<file path="config.mk">
export PLATFORM = sky130hd
export DESIGN_NAME = flg_addr_gen
export DESIGN_NICKNAME = d
export VERILOG_FILES = /design/src/rtl/flg_addr_gen_pkg.sv /design/src/rtl/flg_req_fifo.sv /design/src/rtl/flg_addr_gen.sv
export SDC_FILE = /design/constraint.sdc
export NUM_CORES = 1
export LEC_CHECK = 0
export ABC_AREA = 0
export CAP_MARGIN = 20
export CORE_ASPECT_RATIO = 0.9
export CORE_MARGIN = 4
export CORE_UTILIZATION = 45
export DETAILED_ROUTE_END_ITERATION = 10
export DONT_BUFFER_PORTS = 1
export PLACE_DENSITY = 0.68
export SLEW_MARGIN = 20
export SYNTH_ARGS = -nofsm -noshare
export SYNTH_HDL_FRONTEND = slang
export SYNTH_SLANG_ARGS = --single-unit
</file>
<file path="constraint.sdc">
create_clock -name clk -period 3.1 [get_ports clk]
set_input_delay 0.465 -clock clk [delete_from_list [all_inputs] [get_ports clk]]
set_output_delay 0.465 -clock clk [all_outputs]
set_load 0.02 [all_outputs]
</file>
<file path="src/rtl/flg_addr_gen_pkg.sv">
// flg_addr_gen_pkg -- shared definitions for the flag-offset address generator.
//   DATA_WIDTH_DEF : flag word width
//   SRAM_AW_DEF    : compressed SRAM address width
//   DEPTH_DEF      : request FIFO depth
//   CNT_W_DEF      : width of a popcount of one flag word
//   req_t          : one read request {act_addr, wei_addr}
package flg_addr_gen_pkg;

  localparam int DATA_WIDTH_DEF = 32;
  localparam int SRAM_AW_DEF    = 10;
  localparam int DEPTH_DEF      = 4;
  // A popcount of N flags ranges 0..N, so it needs one bit more than log2(N).
  localparam int CNT_W_DEF      = $clog2(DATA_WIDTH_DEF) + 1;

  typedef struct packed {
    logic [SRAM_AW_DEF-1:0] act_addr;
    logic [SRAM_AW_DEF-1:0] wei_addr;
  } req_t;

endpackage

</file>
<file path="src/rtl/flg_req_fifo.sv">
// flg_req_fifo -- small request FIFO with count-based full/empty.
//   clk, rst_n  : clock, synchronous active-low reset
//   clr         : synchronous flush; also zeroes the held head value
//   push, pushData : write one entry (caller never pushes into a full FIFO
//                    unless it pops in the same cycle)
//   pop         : remove the head (ignored when empty)
//   headVld     : FIFO non-empty
//   headData    : head entry; when empty, the last popped entry
//   full        : count == DEPTH
//
// Handshake: an entry transfers out on any edge where headVld & pop are
// both high; headVld/headData stay stable until that happens.
module flg_req_fifo #(
  parameter int WIDTH = 20,
  parameter int DEPTH = 4
) (
  input  logic             clk,
  input  logic             rst_n,
  input  logic             clr,
  input  logic             push,
  input  logic [WIDTH-1:0] pushData,
  input  logic             pop,
  output logic             headVld,
  output logic [WIDTH-1:0] headData,
  output logic             full
);

  localparam int PW = (DEPTH > 1) ? $clog2(DEPTH) : 1;
  localparam int CW = $clog2(DEPTH) + 1;

  logic [WIDTH-1:0] mem [DEPTH];
  logic [PW-1:0]    wrPtr;
  logic [PW-1:0]    rdPtr;
  logic [CW-1:0]    count;
  logic [WIDTH-1:0] lastPop;
  logic             doPop;

  assign headVld = (count != '0);
  assign full    = (count == CW'(DEPTH));
  assign doPop   = pop & headVld;

  // Once empty, the outputs keep showing the entry most recently consumed
  // rather than whatever stale word sits in the next slot.
  assign headData = headVld ? mem[rdPtr] : lastPop;

  always_ff @(posedge clk) begin
    if (!rst_n || clr) begin
      wrPtr   <= '0;
      rdPtr   <= '0;
      count   <= '0;
      lastPop <= '0;
    end else begin
      if (push) wrPtr <= wrPtr + PW'(1);
      if (doPop) begin
        rdPtr   <= rdPtr + PW'(1);
        lastPop <= mem[rdPtr];
      end
      count <= count + CW'(push) - CW'(doPop);
    end
  end

  // Storage needs no reset: it is never observed while empty.
  always_ff @(posedge clk) begin
    if (push) mem[wrPtr] <= pushData;
  end

endmodule

</file>
<file path="src/rtl/flg_addr_gen.sv">
// flg_addr_gen -- turns flag-offset match results into absolute SRAM read
// addresses for the compressed activation and weight streams.
//   clk, rst_n            : clock, synchronous active-low reset
//   Clear                 : frame restart (flush FIFO, bases and flags to 0)
//   ValOffset             : offset pair valid (single-cycle pulse)
//   OffsetAct, OffsetWei  : 1-based flag counts at/above the matched position
//   WordLast              : last match of the current flag word
//   ActNnz, WeiNnz        : popcounts of the current flag words
//   OffRdy                : a ValOffset this cycle will be accepted
//   RdVld, RdRdy          : head request valid / consumer accepts
//   RdActAddr, RdWeiAddr  : head request addresses
//   Overflow              : sticky, a ValOffset arrived while OffRdy=0
//   NoMatch               : sticky, an accepted ValOffset had a zero offset
//
// Handshake: input side transfers when ValOffset & OffRdy & ~Clear; output
// side transfers when RdVld & RdRdy & ~Clear. ValOffset is not held by the
// producer, so a pulse seen with OffRdy low is lost (and flagged).
module flg_addr_gen
  import flg_addr_gen_pkg::*;
#(
  parameter int DATA_WIDTH = DATA_WIDTH_DEF,
  parameter int SRAM_AW    = SRAM_AW_DEF,
  parameter int DEPTH      = DEPTH_DEF,
  parameter int CNT_W      = CNT_W_DEF
) (
  input  logic                  clk,
  input  logic                  rst_n,
  input  logic                  Clear,
  input  logic                  ValOffset,
  input  logic [DATA_WIDTH-1:0] OffsetAct,
  input  logic [DATA_WIDTH-1:0] OffsetWei,
  input  logic                  WordLast,
  input  logic [CNT_W-1:0]      ActNnz,
  input  logic [CNT_W-1:0]      WeiNnz,
  output logic                  OffRdy,
  output logic                  RdVld,
  input  logic                  RdRdy,
  output logic [SRAM_AW-1:0]    RdActAddr,
  output logic [SRAM_AW-1:0]    RdWeiAddr,
  output logic                  Overflow,
  output logic                  NoMatch
);

  logic [SRAM_AW-1:0]   actBase;
  logic [SRAM_AW-1:0]   weiBase;
  logic [SRAM_AW-1:0]   actAddr;
  logic [SRAM_AW-1:0]   weiAddr;
  logic                 accept;
  logic                 zeroOff;
  logic                 push;
  logic                 pop;
  logic                 fifoFull;
  logic [2*SRAM_AW-1:0] headData;

  assign accept  = ValOffset & OffRdy & ~Clear;
  assign zeroOff = (OffsetAct == '0) | (OffsetWei == '0);
  assign push    = accept & ~zeroOff;
  assign pop     = RdVld & RdRdy & ~Clear;

  // A full FIFO can still take a push when its head leaves in the same cycle.
  assign OffRdy = ~fifoFull | (RdVld & RdRdy);

  // Offsets are 1-based; only the low SRAM_AW bits matter because the
  // address space wraps.
  assign actAddr = actBase + OffsetAct[SRAM_AW-1:0] - SRAM_AW'(1);
  assign weiAddr = weiBase + OffsetWei[SRAM_AW-1:0] - SRAM_AW'(1);

  flg_req_fifo #(
    .WIDTH (2*SRAM_AW),
    .DEPTH (DEPTH)
  ) u_fifo (
    .clk      (clk),
    .rst_n    (rst_n),
    .clr      (Clear),
    .push     (push),
    .pushData ({actAddr, weiAddr}),
    .pop      (pop),
    .headVld  (RdVld),
    .headData (headData),
    .full     (fifoFull)
  );

  assign RdActAddr = headData[2*SRAM_AW-1:SRAM_AW];
  assign RdWeiAddr = headData[SRAM_AW-1:0];

  // Bases advance after the address for this match has been formed, so a
  // push in the same cycle uses the old bases.
  always_ff @(posedge clk) begin
    if (!rst_n || Clear) begin
      actBase <= '0;
      weiBase <= '0;
    end else if (accept && WordLast) begin
      actBase <= actBase + SRAM_AW'(ActNnz);
      weiBase <= weiBase + SRAM_AW'(WeiNnz);
    end
  end

  always_ff @(posedge clk) begin
    if (!rst_n || Clear) begin
      Overflow <= 1'b0;
      NoMatch  <= 1'b0;
    end else begin
      if (ValOffset && !OffRdy) Overflow <= 1'b1;
      if (accept && zeroOff)    NoMatch  <= 1'b1;
    end
  end

endmodule

</file>
Word-level counts from Yosys, hierarchy flattened
Memory sizes are Yosys's and may differ from the RTL's. A register that Yosys moved wholly into a read port is not among the register bits.
Index checks and enable logic that the tools add are counted.

operators by class
  bitwise logic cells = 11
  eq/ne operators = 1
  mux-type cells = 5
  add/subtract/negate cells = 10
  reductions and logical operators = 9

operator list
  kind                   count
  $logic_not 32->1       2
  $add 10x10->10         2
  $add 10x6->10          2
  $mux 20                1
  $sub 10x1->10 const B  2
  $and 1x1->1            6
  $add 2x1->2 const B    2
  $mux 2                 2
  $add 3x1->3            1
  $eq 3x3->1 const B     1
  $logic_and 1x1->1      3
  $not 1->1              3
  $reduce_bool 3->1      1
  $sub 3x1->3            1
  $logic_not 1->1        2
  $mux 1                 2
  $or 1x1->1             2
  $logic_or 1x1->1       1

storage, ports and cells
  output and inout bits = 24
  bits in writable memories = 80
  word-level logic and storage cells = 45
  register bits = 49
  memories kept = 1

memories
  name        depth  width  read ports  clocked after memory_dff  wr ports  RTL line            source
  u_fifo.mem  4      20     1           1                         1         flg_req_fifo.sv:31  logic [WIDTH-1:0] mem [DEPTH];

Depth between registers and ports, before layout
  depth in word-level cells = 8
  mapped depth = 10
  gate-level depth less buffers = 10

Cells and area by module
Synthesis repeated with hierarchy kept, for this count alone.

unflattened totals
  cells, all modules = 573
  area, all modules = 6961.7 um^2

by module, submodules not included
  module        area each (um^2)  sequential area each (um^2)  instances  cells an instance
  flg_req_fifo  4339.2            2982.9                       1          222
  flg_addr_gen  2622.5            440.4                        1          351

Least setup slack after synthesis
Ideal clock, no wire load.

  path kind = input-to-reg
  start point = input port OffsetWei[1]
  end point = memory u_fifo.mem[0][9] (data pin)
  stages = 10
  path buffers = 0
  required time = 2.818 ns
  data arrival time = 2.300 ns
  slack = 0.518 ns
  path through = inv_1 ha_1 inv_1 ha_1 fa_1 a21o_1 a211oi_1 nor2_1 o41ai_1 xnor2_1

between the ends
  longest elaborated chain between the ends = 2

ends and longest elaborated chain
  what                          RTL line            source
  start, declared               flg_addr_gen.sv:31  input logic [DATA_WIDTH-1:0] OffsetWei,
  $add 10x10->10                flg_addr_gen.sv:66  assign weiAddr = weiBase + OffsetWei[SRAM_AW-1:0] - SRAM_AW'(1);
  $sub 10x1->10                 flg_addr_gen.sv:66
  named net u_fifo.pushData[9]  flg_req_fifo.sv:21  input logic [WIDTH-1:0] pushData,
  end, declared                 flg_req_fifo.sv:31

The timed path passes the listed nets, and every way through them passes these cells.

Worst setup path in the final report
  start point = register weiBase[1]
  end point = memory u_fifo.mem[2][9] (data pin)

between the ends
  longest elaborated chain between the ends = 2

ends and longest elaborated chain
  what                          RTL line            source
  start, declared               flg_addr_gen.sv:45  logic [SRAM_AW-1:0] weiBase;
  start signal, assigned        flg_addr_gen.sv:94  weiBase <= weiBase + SRAM_AW'(WeiNnz);
  $add 10x10->10                flg_addr_gen.sv:66
  $sub 10x1->10                 flg_addr_gen.sv:66
  named net u_fifo.pushData[9]  flg_req_fifo.sv:21

The timed path passes the listed nets, and every way through them passes these cells.

==> key figures <==
Setup path
  • RR Startpoint: weiBase[1]$_SDFFE_PP0P_
  • Required @ worst endpoint: 3230 ps
  • Crit end category: flip-flop
  • Critical-path top delay cell: o41ai_1
  • Critical Path Fanout Max: 4
  • CP Data Arrival Time: 2970 ps
  • FF-to-FF path depth: 10
  • Critical-path cell list: inv_1 > ha_1 > inv_1 > ha_1 > fa_1 > a21o_1 > a211oi_1 > nor2_1 > o41ai_1 > xnor2_1
  • R2R Setup Slk: 260 ps
  • Crit Path Class: reg -> reg
  • Startpoint Class: flip-flop
  • Slowest Stage Delay on Critical Path: 420 ps
  • Reg-to-reg endpoint: u_fifo.mem[2][9]$_DFFE_PP_

Min path
  • Worst Hold Path EP: Overflow$_SDFFE_PP0P_
  • Min-delay worst type: in -> reg
  • Hold depth: 2
  • Hold Crit Start: ValOffset

Clock network
  • Cts repair resizes: 0
  • Clk root buf: clkbuf_16
  • H-tree depth: 4
  • CTS tree: built
  • Clk_lat worst skew: 420 ps
  • Post-CTS Hold Buffers: 0
  • CTS Sinks: 131
  • Total CTS buffers: 17
  • CTS max path bufs: 2
  • Clock-pin slew on the worst setup and hold paths: 50 ps
  • Setup Fix Bufs, Post-CTS: 0

Yosys
  • Synth Net Count: 734
  • Mean post-synth cell area: 11.39 um^2
  • Cell Area, Synth: 0.006779 mm^2
  • Distinct cells, synth: 44
  • Primary FF master, synth: edfxtp_1
  • Async set-reset flop share out of synthesis: 0%
  • Post-synth EDFFs: 80
  • Flops & latches, synth: 131
  • Post-Synthesis Cells: 595
  • Sequential-to-total area share from yosys stat: 50.50%
  • Synth Warn #: 0

Power and ir drop
  • IR drop worst, VDD: 0.3953 mV
  • Internal: 0.003226 W
  • Sw Share: 23.51%
  • P_sw: 0.0009918 W
  • Register share of total power: 46.3%
  • Clock power share: 43.0%
  • Leak: 2.822 nW
  • PD cells: 558.0 mW/mm^2
  • Logic pwr share: 10.7%

STA
  • Tcrit/Tclk final: 91.76%
  • Slew Limit Fails: 0
  • Slew margin rel.: 29.17%
  • Setup_tns: 0 ps
  • RSZ-0062 raised after global routing: no
  • Final setup skew: 7.349 ps
  • Final hold violation count: 0
  • Fin crit period: 2845 ps
  • Setup Viol. Count Final: 0
  • Tightest Pin Transition: 1062 ps
  • Fmax: 351.5 MHz

Cells and area
  • # nets final: 743
  • Share of cells above drive strength 1: 13.45%
  • Finished layout cell area: 0.007560 mm^2
  • Filler cells: 1256
  • Final core occ: 51.38%
  • Most frequent cells in the layout: edfxtp_1, inv_1, nand2_1
  • Area delta synth->final: 11.52%
  • Ant diodes: 0
  • Commonest non-fill, non-tap cell in the layout: edfxtp_1

Route
  • DRT Pass-1 Iters: 5
  • Detailed-route via count: 4431
  • Remaining antenna violation count: 0
  • Total Wirelength: 14.10 mm
  • Vias per cell: 5.437
  • # DRC: 0
  • First-iteration detailed-routing DRC count: 236
  • Routed len/inst: 17.30 um

Global routing
  • Global-route wire length before repair: 22.68 mm
  • Largest net degree at the start of global routing: 29
  • Vias in the first global route: 4455
  • Total GRT Usage: 17.25%
  • Initial antenna violation count: 0
  • GRT overflow: 0

Floorplan
  • I/O pins: 106
  • Row cnt: 42
  • Die height: 124.4 um
  • Starting density of the core: 46.07%
  • Die area: 0.01709 mm^2
  • Die width: 137.4 um
  • Core area: 0.01471 mm^2

Placement
  • Routability Congestion: 0.8403
  • # port buffers: 0
  • Dpl hpwl: 10.43 mm
  • Area post-placement: 0.007018 mm^2

Outcome
  • Status: finished clean

Flow run
  • # Max-Cap Violations: 0
## synth_stat cells, drive strengths merged (2+ instances only)
master  number  share of area (%)
mux2        20                3.3
and3         4               0.37
nand2b       4               0.37
edfxtp      80                 35
nor2b        3               0.28
or3          6               0.55
clkbuf      11               0.61
o21ai       16                1.2
nor4        17                1.6
buf          6               0.48
ha          52                9.6
mux4        20                6.6
nand3        2               0.15
xnor2       22                2.8
a211oi      12                1.3
nand4        8               0.74
a211o        2               0.26
nor2        32                1.9
inv         78                4.3
o22ai        2               0.18
o211ai       2               0.22
a21oi       41                3.0
or4          2               0.22
nand2       59                3.3
dfxtp       51                 15
fa           5                1.5
nor3         8               0.76
o41ai        3               0.39
o21bai       2               0.22
a21o         8               0.89
o311ai       3               0.39
o31ai        2               0.22
xor2         6               0.78
## flip-flops by register name, indices dropped and copies added (netlist names), 2 cells and up, named ones only
register and cells:
u_fifo.count 3, u_fifo.lastPop 20, actBase 10, u_fifo.wrPtr 2, u_fifo.mem 80, weiBase 10
u_fifo.rdPtr 2
## worst max-delay path by stage
stage / end / cells after the start / slack [ps] / from
detailed placement: u_fifo.mem[3][9]$_DFFE_PP_ / 10 / 260 / OffsetWei[1]
floorplan: u_fifo.mem[0][9]$_DFFE_PP_ / 10 / 520 / OffsetWei[1]
global route: u_fifo.mem[2][9]$_DFFE_PP_ / 10 / 140 / weiBase[1]$_SDFFE_PP0P_
global placement: u_fifo.mem[0][9]$_DFFE_PP_ / 10 / 380 / OffsetWei[1]
CTS: u_fifo.mem[0][9]$_DFFE_PP_ / 10 / 280 / weiBase[1]$_SDFFE_PP0P_
finish: u_fifo.mem[2][9]$_DFFE_PP_ / 10 / 260 / weiBase[1]$_SDFFE_PP0P_
## cells by family after synthesis
group                    Yosys count  synth area share, %
AO/OA/AOI/OAI                     95                8.564
buffers and inverters             95                5.408
XOR/XNOR                          28                3.617
multiplexers                      41                10.11
adder cells (fa/ha/maj)           57                11.07
AND/OR/NAND/NOR                  148                10.72
flip-flops                       131                50.50
## cell type report
| class | count | area (um^2) | area share (%) |
|---|---|---|---|
| Timing Repair Buffer | 7 | 52.55 | 0.6951 |
| Clock buffer | 22 | 454.2 | 6.008 |
| Inverter | 78 | 292.8 | 3.873 |
| Tap cell | 198 | 247.7 | 3.277 |
| Sequential cell | 131 | 3423 | 45.28 |
| Clock inverter | 10 | 86.33 | 1.142 |
| Multi-Input combinational cell | 369 | 3003 | 39.72 |
## metal layers
layer  up-vias  wire, um  GRT usage, %
li1       2160         -             -
met1      2122      6209         22.71
met2       130      6641         26.28
met3        19       963         5.210
met4         0       285         7.512
met5         -         0             0
## power groups by stage
stage | Clock [W] | Sequential [W] | Combinational, W
after floorplan | 0 | 0.00198 | 0.000348
after global placement | 0 | 0.00199 | 0.000426
after detailed placement | 0 | 0.00199 | 0.000448
after CTS | 0.00184 | 0.00195 | 0.000453
after global routing | 0.00192 | 0.00196 | 0.000503
final | 0.00181 | 0.00195 | 0.000451
## stage by stage
stage / std cells / hold WS (ps) / total power (W) / setup WS (ps)
3_5_place_dp: 783 / 443.9 / 0.002437 / 261.8
4_1_cts: 815 / 187.5 / 0.004249 / 276.1
3_3_place_gp: 783 / 437.3 / 0.002413 / 379.4
5_1_grt: 815 / 203.8 / 0.004376 / 144.1
2_1_floorplan: 595 / 432.9 / 0.002331 / 518.1
6_report: 815 / 202.5 / 0.004218 / 255.3
## worst max-delay path: cells and delay by family (launching register included)
kind | cells | cell delay, ps
fa+ha+maj | 3 | 890
simple gates | 1 | 90
flops | 1 | 390
xor+xnor | 1 | 200
compound gates | 3 | 880
buf+inv | 2 | 100
No activity file was read; power rests on OpenSTA's default activity.
